### src/rtl/cnn_window_gen_if.sv
`default_nettype none
// ============================================================================
// Module      : cnn_window_gen_if
// Description : Pixel-in / window-out handshake bundle for cnn_window_gen.
//               The slave modport is the window generator; the master modport
//               is the pixel producer plus the window consumer.
// Revision    : 1.0 - initial release
// ============================================================================
interface cnn_window_gen_if #(
    parameter int K      = 3,
    parameter int DATA_W = 1
) ();
    logic                    pix_vld;
    logic [DATA_W-1:0]       pix_in;
    logic                    pix_rdy;
    logic                    win_vld;
    logic                    win_rdy;
    logic [K*K*DATA_W-1:0]   win_data;
    logic                    frame_done;
    logic                    busy;

    modport slave (
        input  pix_vld, pix_in, win_rdy,
        output pix_rdy, win_vld, win_data, frame_done, busy
    );

    modport master (
        output pix_vld, pix_in, win_rdy,
        input  pix_rdy, win_vld, win_data, frame_done, busy
    );
endinterface
`default_nettype wire

### src/rtl/cnn_window_gen.sv
`default_nettype none
// ============================================================================
// Module      : cnn_window_gen
// Description : Streaming K x K sliding-window generator. Raster pixels are
//               pushed through K-1 circular line buffers and a K x K shift
//               array; each complete window is handed out as one packed word
//               through a single-entry output register with backpressure.
//               Optional macro CNN_WIN_POS_EN adds win_row/win_col (window
//               top-left coordinate) and a sticky ovf flag.
// Revision    : 1.0 - initial release
// ============================================================================
module cnn_window_gen #(
    parameter int IMG_W  = 28,
    parameter int IMG_H  = 28,
    parameter int K      = 3,
    parameter int DATA_W = 1
) (
    input  logic                        clk,
    input  logic                        rst_n,
    input  logic                        clr,
    cnn_window_gen_if.slave             bus
`ifdef CNN_WIN_POS_EN
    ,
    output logic [$clog2(IMG_H)-1:0]    win_row,
    output logic [$clog2(IMG_W)-1:0]    win_col,
    output logic                        ovf
`endif
);

    localparam int c_COL_W = $clog2(IMG_W);
    localparam int c_ROW_W = $clog2(IMG_H);
    localparam int c_WIN_W = K*K*DATA_W;

    localparam logic [c_COL_W-1:0] c_COL_LAST = c_COL_W'(IMG_W-1);
    localparam logic [c_ROW_W-1:0] c_ROW_LAST = c_ROW_W'(IMG_H-1);
    localparam logic [c_COL_W-1:0] c_COL_FULL = c_COL_W'(K-1);
    localparam logic [c_ROW_W-1:0] c_ROW_FULL = c_ROW_W'(K-1);

    localparam logic [1:0] c_FILL   = 2'd0;
    localparam logic [1:0] c_STREAM = 2'd1;
    localparam logic [1:0] c_DRAIN  = 2'd2;
    localparam logic [1:0] c_DONE   = 2'd3;

    logic [1:0]          r_state;
    logic [c_COL_W-1:0]  r_col;
    logic [c_ROW_W-1:0]  r_row;
    logic                r_win_vld;
    logic [c_WIN_W-1:0]  r_win_data;
    logic                r_frame_done;
    logic                r_busy;

    logic [DATA_W-1:0]   r_lb  [0:K-2][0:IMG_W-1];
    logic [DATA_W-1:0]   r_win [0:K-1][0:K-1];

    logic [DATA_W-1:0]   w_col_vec  [0:K-1];
    logic [DATA_W-1:0]   w_win_next [0:K-1][0:K-1];
    logic [c_WIN_W-1:0]  w_win_pack;

    logic                w_pix_rdy;
    logic                w_accept;
    logic                w_take;
    logic                w_last_pix;
    logic                w_trig;

    // Input is held off in DRAIN/DONE and while an untaken window blocks the output slot
    assign w_pix_rdy  = ((r_state == c_FILL) || (r_state == c_STREAM)) && (!r_win_vld || bus.win_rdy);
    // A pixel offered alongside clr is dropped
    assign w_accept   = bus.pix_vld && w_pix_rdy && !clr;
    assign w_take     = r_win_vld && bus.win_rdy;
    assign w_last_pix = (r_row == c_ROW_LAST) && (r_col == c_COL_LAST);
    assign w_trig     = w_accept && (r_row >= c_ROW_FULL) && (r_col >= c_COL_FULL);

    // Column entering the window: line-buffer taps for the upper rows, live pixel at the bottom
    generate
        for (genvar r = 0; r < K; r++) begin : g_row
            if (r < K-1) begin : g_tap
                assign w_col_vec[r] = r_lb[K-2-r][r_col];
            end else begin : g_live
                assign w_col_vec[r] = bus.pix_in;
            end
            for (genvar c = 0; c < K; c++) begin : g_col
                if (c < K-1) begin : g_shift
                    assign w_win_next[r][c] = r_win[r][c+1];
                end else begin : g_load
                    assign w_win_next[r][c] = w_col_vec[r];
                end
                assign w_win_pack[(r*K+c)*DATA_W +: DATA_W] = w_win_next[r][c];
            end
        end
    endgenerate

    // Line buffers cascade one row per stage; shift array moves left on every accepted pixel
    always_ff @(posedge clk) begin
        if (w_accept) begin
            r_lb[0][r_col] <= bus.pix_in;
            for (int i = 1; i < K-1; i++) begin
                r_lb[i][r_col] <= r_lb[i-1][r_col];
            end
            for (int r = 0; r < K; r++) begin
                for (int c = 0; c < K; c++) begin
                    r_win[r][c] <= w_win_next[r][c];
                end
            end
        end
    end

    // Raster counters, output register, frame state and status flags
    always_ff @(posedge clk or negedge rst_n) begin
        if (!rst_n) begin
            r_state      <= c_FILL;
            r_col        <= '0;
            r_row        <= '0;
            r_win_vld    <= 1'b0;
            r_win_data   <= '0;
            r_frame_done <= 1'b0;
            r_busy       <= 1'b0;
        end else if (clr) begin
            r_state      <= c_FILL;
            r_col        <= '0;
            r_row        <= '0;
            r_win_vld    <= 1'b0;
            r_frame_done <= 1'b0;
            r_busy       <= 1'b0;
        end else begin
            r_frame_done <= 1'b0;
            if (w_accept) begin
                r_busy <= 1'b1;
                if (r_col == c_COL_LAST) begin
                    r_col <= '0;
                    r_row <= (r_row == c_ROW_LAST) ? '0 : r_row + 1'b1;
                end else begin
                    r_col <= r_col + 1'b1;
                end
            end
            if (w_trig) begin
                r_win_vld  <= 1'b1;
                r_win_data <= w_win_pack;
            end else if (w_take) begin
                r_win_vld  <= 1'b0;
            end
            case (r_state)
                c_FILL: begin
                    // A frame no larger than the kernel ends on its first window
                    if (w_trig) begin
                        r_state <= w_last_pix ? c_DRAIN : c_STREAM;
                    end
                end
                c_STREAM: begin
                    if (w_accept && w_last_pix) begin
                        r_state <= c_DRAIN;
                    end
                end
                c_DRAIN: begin
                    if (w_take) begin
                        r_frame_done <= 1'b1;
                        r_busy       <= 1'b0;
                        r_state      <= c_DONE;
                    end
                end
                default: begin
                    r_state <= c_DONE;
                end
            endcase
        end
    end

`ifdef CNN_WIN_POS_EN
    logic [c_ROW_W-1:0] r_win_row;
    logic [c_COL_W-1:0] r_win_col;
    logic               r_ovf;

    // Window coordinate travels with the data; ovf latches pixels offered after the frame
    always_ff @(posedge clk or negedge rst_n) begin
        if (!rst_n) begin
            r_win_row <= '0;
            r_win_col <= '0;
            r_ovf     <= 1'b0;
        end else if (clr) begin
            r_ovf     <= 1'b0;
        end else begin
            if (w_trig) begin
                r_win_row <= r_row - c_ROW_FULL;
                r_win_col <= r_col - c_COL_FULL;
            end
            if (bus.pix_vld && (r_state == c_DONE)) begin
                r_ovf <= 1'b1;
            end
        end
    end

    assign win_row = r_win_row;
    assign win_col = r_win_col;
    assign ovf     = r_ovf;
`endif

    assign bus.pix_rdy    = w_pix_rdy;
    assign bus.win_vld    = r_win_vld;
    assign bus.win_data   = r_win_data;
    assign bus.frame_done = r_frame_done;
    assign bus.busy       = r_busy;

endmodule
`default_nettype wire

### src/flat_wrapper.sv
// flat-port wrapper written by rule: the top's interface ports become plain ports
module cnn_window_gen_flat 
#(
    parameter int IMG_W  = 28,
    parameter int IMG_H  = 28,
    parameter int K      = 3,
    parameter int DATA_W = 1
)
  (clk, rst_n, clr, bus_pix_vld, bus_pix_in, bus_win_rdy, bus_pix_rdy, bus_win_vld, bus_win_data, bus_frame_done, bus_busy);
  cnn_window_gen_if #(.K(K), .DATA_W(DATA_W)) bus_i ();
  input  logic clk;
  input  logic rst_n;
  input  logic clr;
  input wire logic [$bits(bus_i.pix_vld)-1:0] bus_pix_vld;
  input wire logic [$bits(bus_i.pix_in)-1:0] bus_pix_in;
  input wire logic [$bits(bus_i.win_rdy)-1:0] bus_win_rdy;
  output wire logic [$bits(bus_i.pix_rdy)-1:0] bus_pix_rdy;
  output wire logic [$bits(bus_i.win_vld)-1:0] bus_win_vld;
  output wire logic [$bits(bus_i.win_data)-1:0] bus_win_data;
  output wire logic [$bits(bus_i.frame_done)-1:0] bus_frame_done;
  output wire logic [$bits(bus_i.busy)-1:0] bus_busy;
  assign bus_i.pix_vld = bus_pix_vld;
  assign bus_i.pix_in = bus_pix_in;
  assign bus_i.win_rdy = bus_win_rdy;
  assign bus_pix_rdy = bus_i.pix_rdy;
  assign bus_win_vld = bus_i.win_vld;
  assign bus_win_data = bus_i.win_data;
  assign bus_frame_done = bus_i.frame_done;
  assign bus_busy = bus_i.busy;
  cnn_window_gen #(.IMG_W(IMG_W), .IMG_H(IMG_H), .K(K), .DATA_W(DATA_W)) u_core (.clk(clk), .rst_n(rst_n), .clr(clr), .bus(bus_i));
endmodule
### config.mk
export PLATFORM = sky130hd
export DESIGN_NAME = cnn_window_gen_flat
export DESIGN_NICKNAME = d
export VERILOG_FILES = /design/src/rtl/cnn_window_gen_if.sv /design/src/rtl/cnn_window_gen.sv /design/src/flat_wrapper.sv
export SDC_FILE = /design/constraint.sdc
export NUM_CORES = 1
export LEC_CHECK = 0
export CAP_MARGIN = 20
export CORE_ASPECT_RATIO = 1.2
export CORE_MARGIN = 2
export CORE_UTILIZATION = 45
export DETAILED_ROUTE_END_ITERATION = 16
export MAX_ROUTING_LAYER = met4
export PLACE_DENSITY = 0.7
export SLEW_MARGIN = 20
export SYNTH_ARGS = -nofsm -noshare
export SYNTH_HDL_FRONTEND = slang
export SYNTH_SLANG_ARGS = --single-unit
export TNS_END_PERCENT = 100
### constraint.sdc
create_clock -name clk -period 5.9 [get_ports clk]
set_input_delay 0.885 -clock clk [delete_from_list [all_inputs] [get_ports clk]]
set_output_delay 0.885 -clock clk [all_outputs]
set_load 0.05 [all_outputs]
* Word-level counts from Yosys, hierarchy flattened
Memory sizes are Yosys's and may differ from the RTL's.
Cells that the tools add are included.
** Operators by class
- Add/subtract/negate cells :: 2
- Order comparisons :: 4
- Bitwise logic cells :: 2
- Reductions and logical operators :: 20
- Equal/unequal tests :: 7
- Mux-type cells :: 34
** Operators with widths (number)
- $mux W5 :: 7
- $mux W28 :: 1
- $mux W1 :: 17
- $add A5 B1 Y5 const B :: 2
- $bmux W1 S5 :: 2
- $eq A5 B5 Y1 const B :: 2
- $ge A5 B2 Y1 const B :: 2
- $mux W2 :: 5
- $logic_and A1 B1 Y1 :: 9
- $ge A6 B6 Y1 const B :: 1
- $lt A6 B1 Y1 const B :: 1
- $ne A3 B2 Y1 const B :: 2
- $not A5 Y6 :: 1
- $pmux W2 S3 :: 1
- $demux W1 S5 :: 1
- $reduce_and A2 Y1 :: 2
- $reduce_bool A2 Y1 :: 2
- $ne A3 B3 Y1 const B :: 1
- $reduce_and A3 Y1 :: 1
- $reduce_bool A3 Y1 :: 1
- $eq A2 B1 Y1 const B :: 1
- $eq A2 B2 Y1 const B :: 1
- $logic_not A1 Y1 :: 2
- $logic_not A2 Y1 :: 1
- 2 further kinds :: 3
** Storage, ports and cells
- Bits in registers :: 24
- Logic and storage cells :: 78
- Memories kept :: 2
- Output and inout port bits :: 13
- Memory bits (writable) :: 65
** Memories
- u_core.r_lb :: depth 2, bits a word 28, rd ports 2, clocked after Yosys merged registers in 0, wr ports 2, RTL line cnn_window_gen.sv:52 : logic [DATA_W-1:0] r_lb [0:K-2][0:IMG_W-1];
- u_core.r_win :: depth 3, bits a word 3, rd ports 3, clocked after Yosys merged registers in 0, wr ports 3, RTL line cnn_window_gen.sv:53 : logic [DATA_W-1:0] r_win [0:K-1][0:K-1];

* Depth between registers and ports, before layout
Gate-level depths: netlist of run 1.
- Word-level depth :: 10
- Mapped depth :: 10
- Mapped depth without buffers :: 6

* Least setup slack after synthesis of run 1
No wires, ideal clock.
- Kind :: input-to-output
- From :: input port bus_win_rdy
- To :: output port bus_pix_rdy
- Buffers on the path :: 0
- Stages :: 2
- Arrival :: 1.764 ns
- Data required time :: 5.015 ns
- Slack :: 3.251 ns
- Cell sequence :: nand2b_1 nor2b_1
** Between the ends
- Cells in the longest elaborated chain, start to end :: 2
** RTL lines
- start, declared :: RTL line flat_wrapper.sv:16 : input wire logic [$bits(bus_i.win_rdy)-1:0] bus_win_rdy;
- $logic_or A1 B1 Y1 :: RTL line cnn_window_gen.sv:66 : assign w_pix_rdy = ((r_state == c_FILL) || (r_state == c_STREAM)) && (!r_win_vld || bus.win_rdy);
- $logic_and A1 B1 Y1 :: RTL line cnn_window_gen.sv:66
- end, declared :: RTL line flat_wrapper.sv:17 : output wire logic [$bits(bus_i.pix_rdy)-1:0] bus_pix_rdy;
Every way passes these cells.

* Worst setup path after layout of run 1
Same ends and word-level chain as after synthesis.

==> results of run 1 <==
## flip-flops by register name, indices dropped and copies added, names as in the netlist
| signal | count |
|---|---|
| u_core.bus.busy | 1 |
| u_core.bus.frame_done | 1 |
| u_core.bus.win_data | 9 |
| u_core.bus.win_vld | 1 |
| u_core.r_col | 5 |
| u_core.r_lb | 56 |
| u_core.r_row | 5 |
| u_core.r_state | 2 |
| u_core.r_win | 6 |
## worst max-delay path: stages
cell             delay [ps]
clkdlybuf4s50_1         490
nand2b_1                190
nor2b_1                 150
clkdlybuf4s50_1         800
## through the flow
step / utilization [%] / hold slack (ps) / instances
3_5_place_dp: 49.30 / 433.4 / 371
3_3_place_gp: 49.19 / 426.3 / 371
4_1_cts: 52.22 / 453.7 / 387
2_1_floorplan: - / 420.4 / 269
5_1_grt: 52.22 / 466.3 / 387
6_report: 52.22 / 452.2 / 387
## final cells by class
| type | count | share of cell area, % |
|---|---|---|
| timing repair buffer | 19 | 4.339 |
| multi-input combinational | 166 | 28.32 |
| inverter | 5 | 0.4458 |
| clock buffer | 9 | 2.942 |
| clock inverter | 7 | 2.645 |
| sequential | 86 | 58.48 |
| tap | 95 | 2.823 |
## power by group through the flow
stage	Combinational, mW	Clock, mW	Sequential [mW]
after floorplan	0.0378	0	0.677
after global placement	0.0605	0	0.677
after detailed placement	0.0616	0	0.677
after CTS	0.0618	0.489	0.664
after global routing	0.0669	0.512	0.664
final	0.0612	0.481	0.663
## per-layer routing
| metal | track usage (%) | vias up | share of wire (%) |
|---|---|---|---|
| li1 | - | 1049 | - |
| met1 | 20.74 | 1122 | 43 |
| met2 | 26.01 | 67 | 51 |
| met3 | 4.064 | 16 | 3.7 |
| met4 | 9.710 | 0 | 2.8 |
| met5 | - | - | 0 |
## cells by family after synthesis
kind of cell | after synthesis
multiplexers | 31
adder cells (fa/ha/maj) | 6
AND/OR/NAND/NOR | 96
buffers and inverters | 17
AO/OA/AOI/OAI | 33
flip-flops | 86
## path summary, 6_finish.rpt
kind,start,to,slack (ps),cells after the start
setup / recovery,bus_win_rdy,bus_pix_rdy,2500,4
hold / removal,u_core.r_win[2][0]$_DFFE_PP_,u_core.r_win[2][1]$_DFFE_PP_,450,0
setup reg to reg,u_core.r_col[0]$_DFFE_PN0P_,u_core.bus.win_data[5]$_DFFE_PN0P_,3150,6
hold reg to reg,u_core.r_win[2][0]$_DFFE_PP_,u_core.r_win[2][1]$_DFFE_PP_,450,0
max in group asynchronous,rst_n,u_core.bus.win_data[1]$_DFFE_PN0P_,5040,1
min in group asynchronous,rst_n,u_core.r_row[4]$_DFFE_PN0P_,490,1
## layout by cell type (no fill, tap or decap), types with 2 or more instances in the layout
cell type        Yosys  layout
a211oi_1             2       2
a21oi_1              7       7
a22oi_1              3       3
a31oi_1              2       2
and2_1               2       2
and3_1               2       2
and4b_1              2       2
bufinv_16            0       3
clkbuf_8             0       9
clkdlybuf4s50_1      0      17
clkinv_1             0       2
dfrtp_1             24      24
edfxtp_1            62      62
ha_1                 6       6
inv_1                5       5
mux2_2               8       8
mux2i_1             15      15
mux4_1               2       2
mux4_2               4       4
nand2_1             17      17
nand2b_1             2       2
nand3_1              8       7
nand4_1              5       5
nand4b_1             2       2
nor2_1              38      38
nor2b_1              5       5
nor3_1               4       4
o21ai_0              6       6
o31ai_1              3       3
or3_1                3       3
==> results_dict.tcl, run 1 <==
set metrics [dict create \
    status "finished, final reports clean" \
    period_needed_ps 3398 \
    ctsRootBufferMaster "clkbuf_8" \
    ys_seq_area_share_pct 66.17 \
    synthXorXnorAreaFrac_pct 0 \
    hp-class "flop to flop" \
    synth_compound_area_share_pct 5.851 \
    max_slew_margin_pct 34.10 \
    power_leakage_nw 1.489 \
    skew_ps 9.245 \
    ir_worst_vdd_mv 0.1104 \
    yosys_warnings 0 \
    antenna_cells 0 \
    syn-num-nets 281 \
    synth_adder_area_share_pct 2.017 \
    synthTopCellsByCount "edfxtp_1 (62), nor2_1 (38), dfrtp_1 (24)" \
    switching_share_pct 20.52 \
    cts_setup_buffers 0 \
    synth.area.mux_share_pct 11.00 \
    rows 36 \
    drc 0 \
    cts_made_buffers 9 \
    synth-simple-area-share_pct 12.64 \
    cts_tree "done" \
    cts.clk_slew.worst_paths_ps 80 \
    grt_max_degree 31 \
    gp_congestion 0.7925 \
    coreArea_sq_um 8063 \
    ant_nets 0 \
    maxSlewViolCount 0 \
    io_buffers 18 \
    post_drt_wl_per_cell_microns 17.79 \
    postLayoutCellArea_sq_um 4210 \
    hpwl_mm 4.424 \
    netlist_area_sq_um 3721 \
    synthTopCellsByArea "edfxtp_1 (50%), dfrtp_1 (16%), mux2i_1 (4.0%)" \
    synth_top_area_cell "edfxtp_1" \
    cp.arrival_ps 2510 \
    async_reset_ff_share_pct 27.91 \
    rsz0062_at_grt "false" \
    p_seq_share_pct 55.0 \
    grt_pass1_vias 2273 \
    syn_inst 269 \
    ctsResizeCount 0 \
    drt_iter0_drc 172 \
    ios 19 \
    max_freq_mhz 294.3 \
    endpoint_kind "output pin" \
    cts_buffer_depth 2 \
    cts_hold_buf 0 \
    fin_crit_sh_pct 57.60 \
    p_int_mw 0.9581 \
    layout.nets 299 \
    die_w_microns 87.01 \
    start_util_pct 46.15 \
    ys.flop_type "edfxtp_1" \
    multi_input_comb_area_sq_um 1192 \
    drive_gt1_share_pct 10.96 \
    yosysMostFrequentCell "edfxtp_1" \
    finalSetupViolCount 0 \
    start_kind "input pin" \
    grt_pass1_wl_mm 11.26 \
    avgSynthCellArea_sq_um 13.83 \
    place_ws_ps 2469 \
    synth_cell_types 48 \
    cts.sinks 86 \
    syn_to_final_growth_pct 13.15 \
    synth-edff-count 62 \
    totalWireLength_mm 6.886 \
    p_total_mw 1.206 \
    first_pass_iters 4 \
    clk_latency_ps 360 \
    grt-ovfl-total 0 \
    via_count 2254 \
    track_usage_pct 17.13 \
    maxCapViolations 0 \
    power-per-cell-area_nw_per_um2 286.3 \
    synth_top_area_share_pct 50.03 \
    n_fill_cell 665 \
    dieArea_sq_um 9016 \
    crit_type "input pin to output pin" \
    viasPerCell 5.824 \
    setup_slack_ps 2502 \
    seq_area_sq_um 2462 \
    path_max_fanout 5 \
    ctsHtreeMaxLevel 3 \
    grt_antenna_before_repair 0 \
    p_sw_mw 0.2474 \
    ys_seq_elements 86 \
    place_area_sq_um 3975 \
    clkPwrFrac_pct 39.9 \
    setup_tns_ps 0 \
    hold_viol 0 \
    p_comb_share_pct 5.1 \
    crit_required_ps 5020 \
    die_y_microns 103.6 \
    tightest_slew_ps 985.4 \
    synth_top_family_by_area "simple AND/OR/NAND/NOR gates" \
]
Power figures use the tool's default switching activity.
==> run 2, diff against run 1 <==
Clock period 5.9 ns to 3.5 ns, I/O delays scaled along.
==> run 2 against run 1 <==
  * Sequential power rose by 69%
  * Setup slack got worse by 1700 ps
  * Cell area fell by 0.36%
  * First-iteration DRC count fell by 7.6%
  * Largest power group unchanged
  * Die area did not move
  * Total power rose by 57%
==> results_dict.tcl, run 2 (synthesis results as in run 1) <==
set metrics [dict create \
    status "finished, final reports clean" \
    ctsRootBufferMaster "clkbuf_8" \
    post_drt_wl_per_cell_microns 17.20 \
    rr_startpoint "u_core.r_col[0]$_DFFE_PN0P_" \
    hold_viol 0 \
    totalWireLength_mm 6.743 \
    drt_iter0_drc 159 \
    maxCapViolations 0 \
    clk_latency_ps 360 \
    drc 0 \
    p_total_mw 1.898 \
    finalNonFillerCells 392 \
    ctsResizeCount 0 \
    cts_setup_buffers 0 \
    crit_required_ps 2970 \
    top_register "u_core.r_lb" \
    place_area_sq_um 4004 \
    io_buffers 18 \
    layout.nets 304 \
    grt_pass1_vias 2251 \
    viasPerCell 5.727 \
    crit_type "input pin to output pin" \
    largest_register_ffs 56 \
    rsz0062_at_grt "false" \
    die_w_microns 87.01 \
    ant_nets 0 \
    ios 19 \
    endpoint_kind "output pin" \
    power-per-cell-area_nw_per_um2 452.3 \
    rr_endpoint "u_core.bus.win_data[5]$_DFFE_PN0P_" \
    cts_hold_buf 0 \
    grt_pass1_wl_mm 11.12 \
    cts_made_buffers 9 \
    max_slew_margin_pct 35.52 \
    holdWs_ps 143.6 \
    grt_antenna_before_repair 0 \
    cts.clk_slew.worst_paths_ps 80 \
    dieArea_sq_um 9016 \
    ir_worst_vdd_mv 0.2098 \
    gp_congestion 0.7988 \
    setup_tns_ps 0 \
    layout_commonest_cell "edfxtp_1" \
    path_max_fanout 5 \
    rows 36 \
    cts_tree "done" \
    syn_to_final_growth_pct 12.74 \
    period_needed_ps 2693 \
    start_util_pct 46.15 \
    die_y_microns 103.6 \
    drive_gt1_share_pct 12.46 \
    ctsHtreeMaxLevel 3 \
    via_count 2245 \
    hp-class "input pin to asynchronous set/reset pin" \
    antenna_cells 0 \
    reg2reg_depth 7 \
    final_cell_mix "edfxtp_1 (62), nor2_1 (38), dfrtp_1 (24)" \
    cp.arrival_ps 2170 \
    first_pass_iters 4 \
    hpwl_mm 4.556 \
    skew_ps 10.48 \
    power_leakage_nw 1.485 \
    cts.sinks 86 \
    postLayoutCellArea_sq_um 4195 \
    finalSetupViolCount 0 \
    track_usage_pct 16.80 \
    grt_max_degree 31 \
    fin_crit_sh_pct 76.95 \
    start_kind "input pin" \
    dp_cells 376 \
    tightest_slew_ps 964.2 \
    max_freq_mhz 371.3 \
    maxSlewViolCount 0 \
    coreArea_sq_um 8063 \
    rrSetupSlack_ps 1130 \
    cts_buffer_depth 2 \
    grt-ovfl-total 0 \
]
==> run 2: cell count changes in the layout (fill, tap and decap cells not counted), sizes merged <==
cell,change
inv,+1
bufinv,-2
clkinvlp,+1
buf,+5
==> run 2: report_power, final <==
group | leakage (nW) | switching [mW] | internal (mW) | total, mW
Clock | 0.0976 | 0.343 | 0.332 | 0.675
Combinational | 0.496 | 0.0687 | 0.0371 | 0.106
Sequential | 0.892 | 0.00659 | 1.11 | 1.12
==> run 2: layout make-up <==
cell class / instances / area, sq um
clock buffer: 9 / 123.9
clock inverter: 7 / 72.57
fill: 683 / 3867
inverter: 5 / 18.77
multi-input combinational: 166 / 1179
sequential: 86 / 2462
tap: 95 / 118.9
timing repair buffer: 24 / 220.2
==> run 2: per-layer routing <==
| metal | vias to the layer above | track usage [%] | wire (microns) |
|---|---|---|---|
| met5 | - | - | 0 |
| met4 | 0 | 6.362 | 118 |
| met3 | 8 | 4.701 | 300 |
| met2 | 63 | 26.61 | 3468 |
| met1 | 1118 | 20.32 | 2857 |
| li1 | 1056 | - | - |
==> run 2: per-stage QoR <==
step | utilization (%) | setup slack, ps
final | 52.03 | 806.8
after global routing | 52.03 | 741.4
after floorplan | - | 1207
after CTS | 52.10 | 808.7
after detailed placement | 49.66 | 815.4
after global placement | 49.66 | 851.0
==> run 2: worst max path at each step <==
| stage | startpoint | end | slack, ps | cells past startpoint |
|---|---|---|---|---|
| 2_1_floorplan | u_core.r_col[0]$_DFFE_PN0P_ | u_core.bus.win_data[5]$_DFFE_PN0P_ | 1210 | 8 |
| 4_1_cts | bus_win_rdy | bus_pix_rdy | 810 | 4 |
| 5_1_grt | bus_win_rdy | bus_pix_rdy | 740 | 4 |
| 3_3_place_gp | bus_win_rdy | bus_pix_rdy | 850 | 4 |
| 3_5_place_dp | bus_win_rdy | bus_pix_rdy | 820 | 4 |
| 6_report | bus_win_rdy | bus_pix_rdy | 810 | 4 |
==> run 2: worst max-delay path, stage by stage <==
cell,delay (ps)
clkdlybuf4s50_1,490
nand2b_1,200
nor2b_1,140
clkdlybuf4s50_1,810
==> run 3, diff against run 2 <==
Settings changed: PLACE_DENSITY 0.7 to 0.72.
Clock period 3.5 ns to 2.38 ns, I/O delays scaled along.
==> run 3 against run 2 <==
  * Cell area grew 2.8%
  * Critical path depth grew 2
  * Sequential cell count is the same
  * Via count grew 2.9%
  * Global-route usage grew 0.27 points
  * Register-to-register slack lost 970 ps
  * Critical path type is now flop to flop
  * Critical endpoint is now u_core.r_lb[0][41]$_DFFE_PP_
  * Largest cell class unchanged
  * Highest routed layer unchanged
==> results_dict.tcl, run 3 (synthesis results as in run 1) <==
set metrics [dict create \
    status "finished, final reports clean" \
    coreArea_sq_um 8063 \
    ios 19 \
    crit_type "flop to flop" \
    hpwl_mm 4.837 \
    io_buffers 18 \
    endpoint_kind "flop" \
    syn_to_final_growth_pct 15.94 \
    cts.sinks 86 \
    grt_pass1_vias 2237 \
    cts.clk_slew.worst_paths_ps 100 \
    first_pass_iters 4 \
    cp.buffers_inverters 2 \
    totalWireLength_mm 7.209 \
    hold_viol 0 \
    maxSlewViolCount 0 \
    start_util_pct 46.15 \
    cp_slowest_stage_delay_ps 490 \
    drt_iter0_drc 185 \
    ctsHtreeMaxLevel 3 \
    viasPerCell 5.749 \
    final_cell_mix "edfxtp_1 (62), nor2_1 (37), dfrtp_1 (23)" \
    cts_tree "done" \
    crit_path_cell_trace "buf_12 -> mux2_1 -> or3_1 -> nand4_1 -> nand3_1 -> buf_4" \
    layout.nets 314 \
    top_register "u_core.r_lb" \
    dieArea_sq_um 9016 \
    ant_nets 0 \
    gp_congestion 0.8406 \
    layout_commonest_cell "edfxtp_1" \
    skew_ps 17.23 \
    rr_startpoint "u_core.r_col[0]$_DFFE_PN0P_" \
    rsz0062_at_grt "false" \
    track_usage_pct 17.07 \
    die_y_microns 103.6 \
    antenna_cells 0 \
    period_needed_ps 2217 \
    fin_crit_sh_pct 93.15 \
    hp-class "input pin to asynchronous set/reset pin" \
    tightest_slew_ps 500.9 \
    power_leakage_nw 1.549 \
    maxCapViolations 0 \
    clk_latency_ps 370 \
    cp.arrival_ps 2320 \
    power-per-cell-area_nw_per_um2 664.4 \
    place_area_sq_um 4101 \
    grt_pass1_wl_mm 11.36 \
    cts_setup_buffers 0 \
    ctsRootBufferMaster "clkbuf_8" \
    rows 36 \
    via_count 2311 \
    crit_required_ps 2490 \
    ir_worst_vdd_mv 0.2842 \
    cts_hold_buf 0 \
    largest_register_ffs 56 \
    cp-startpoint "u_core.r_col[0]$_DFFE_PN0P_" \
    grt_antenna_before_repair 0 \
    grt_max_degree 31 \
    place_ws_ps 67.37 \
    max_freq_mhz 451.1 \
    postLayoutCellArea_sq_um 4314 \
    path_max_fanout 15 \
    drc 0 \
    cp_top_family "simple AND/OR/NAND/NOR gates" \
    slowest_stage "dfrtp_2" \
    cts_buffer_depth 2 \
    start_kind "flop" \
    post_drt_wl_per_cell_microns 17.93 \
    cts_made_buffers 9 \
    setup_slack_ps 163.1 \
    grt-ovfl-total 0 \
    setup_tns_ps 0 \
    die_w_microns 87.01 \
    drive_gt1_share_pct 16.29 \
    max_slew_margin_pct 66.50 \
    finalSetupViolCount 0 \
    ctsResizeCount 0 \
]
==> run 3: cell count changes in the layout (fill, tap and decap cells not counted) <==
cell      previous run  this run
dfrtp_1             24        23
buf_12               0         2
buf_2                1         0
nor2_1              38        37
nor2_2               0         1
buf_4                6        15
inv_6                2         1
dfrtp_2              0         1
clkinv_8             0         1
clkinv_1             1         0
clkinv_4             1         2
==> run 3: where the power goes <==
part	switching [mW]	total [mW]	internal, mW
Combinational	0.106	0.176	0.0707
Sequential	0.0115	1.64	1.63
Clock	0.548	1.05	0.498
Total	0.665	2.87	2.20
==> run 3: path summary, 6_finish.rpt <==
check	cells past startpoint	end	slack (ps)
max	6	u_core.r_lb[0][41]$_DFFE_PP_	160
min	2	u_core.bus.win_data[0]$_DFFE_PN0P_	350
max reg2reg	6	u_core.r_lb[0][41]$_DFFE_PP_	160
min reg2reg	0	u_core.r_win[0][1]$_DFFE_PP_	460
max in group asynchronous	2	u_core.r_col[0]$_DFFE_PN0P_	1770
min in group clk	0	u_core.r_win[0][1]$_DFFE_PP_	460
==> run 3: per-stage QoR <==
stage / std cells / total power, mW / hold slack [ps] / utilization [%]
finish: 402 / 2.866 / 345.9 / 53.51
global route: 402 / 2.952 / 389.4 / 53.51
CTS: 402 / 2.880 / 352.5 / 53.46
detailed placement: 386 / 1.854 / 439.2 / 50.87
global placement: 386 / 1.851 / 421.6 / 50.87
floorplan: 269 / 1.772 / 61.41 / -
==> run 3: final cells by class <==
cell class,count,area (sq um)
Fill cell,656,3749
Sequential cell,86,2464
Clock buffer,9,123.9
Tap cell,95,118.9
Inverter,5,18.77
Timing Repair Buffer,34,322.8
Multi-Input combinational cell,166,1181
Clock inverter,7,85.08
==> run 3: worst register-to-register path, stage by stage, from the launching register on <==
cell,delay [ps]
dfrtp_2,490
buf_12,180
mux2_1,330
or3_1,310
nand4_1,120
nand3_1,250
buf_4,280
==> run 3: layer usage <==
layer	GRT usage (%)	up-vias	part of all wire [%]
li1	-	1073	-
met2	26.17	68	50
met3	3.187	17	4.4
met5	-	-	0
met1	22.02	1153	43
met4	7.589	0	3.1
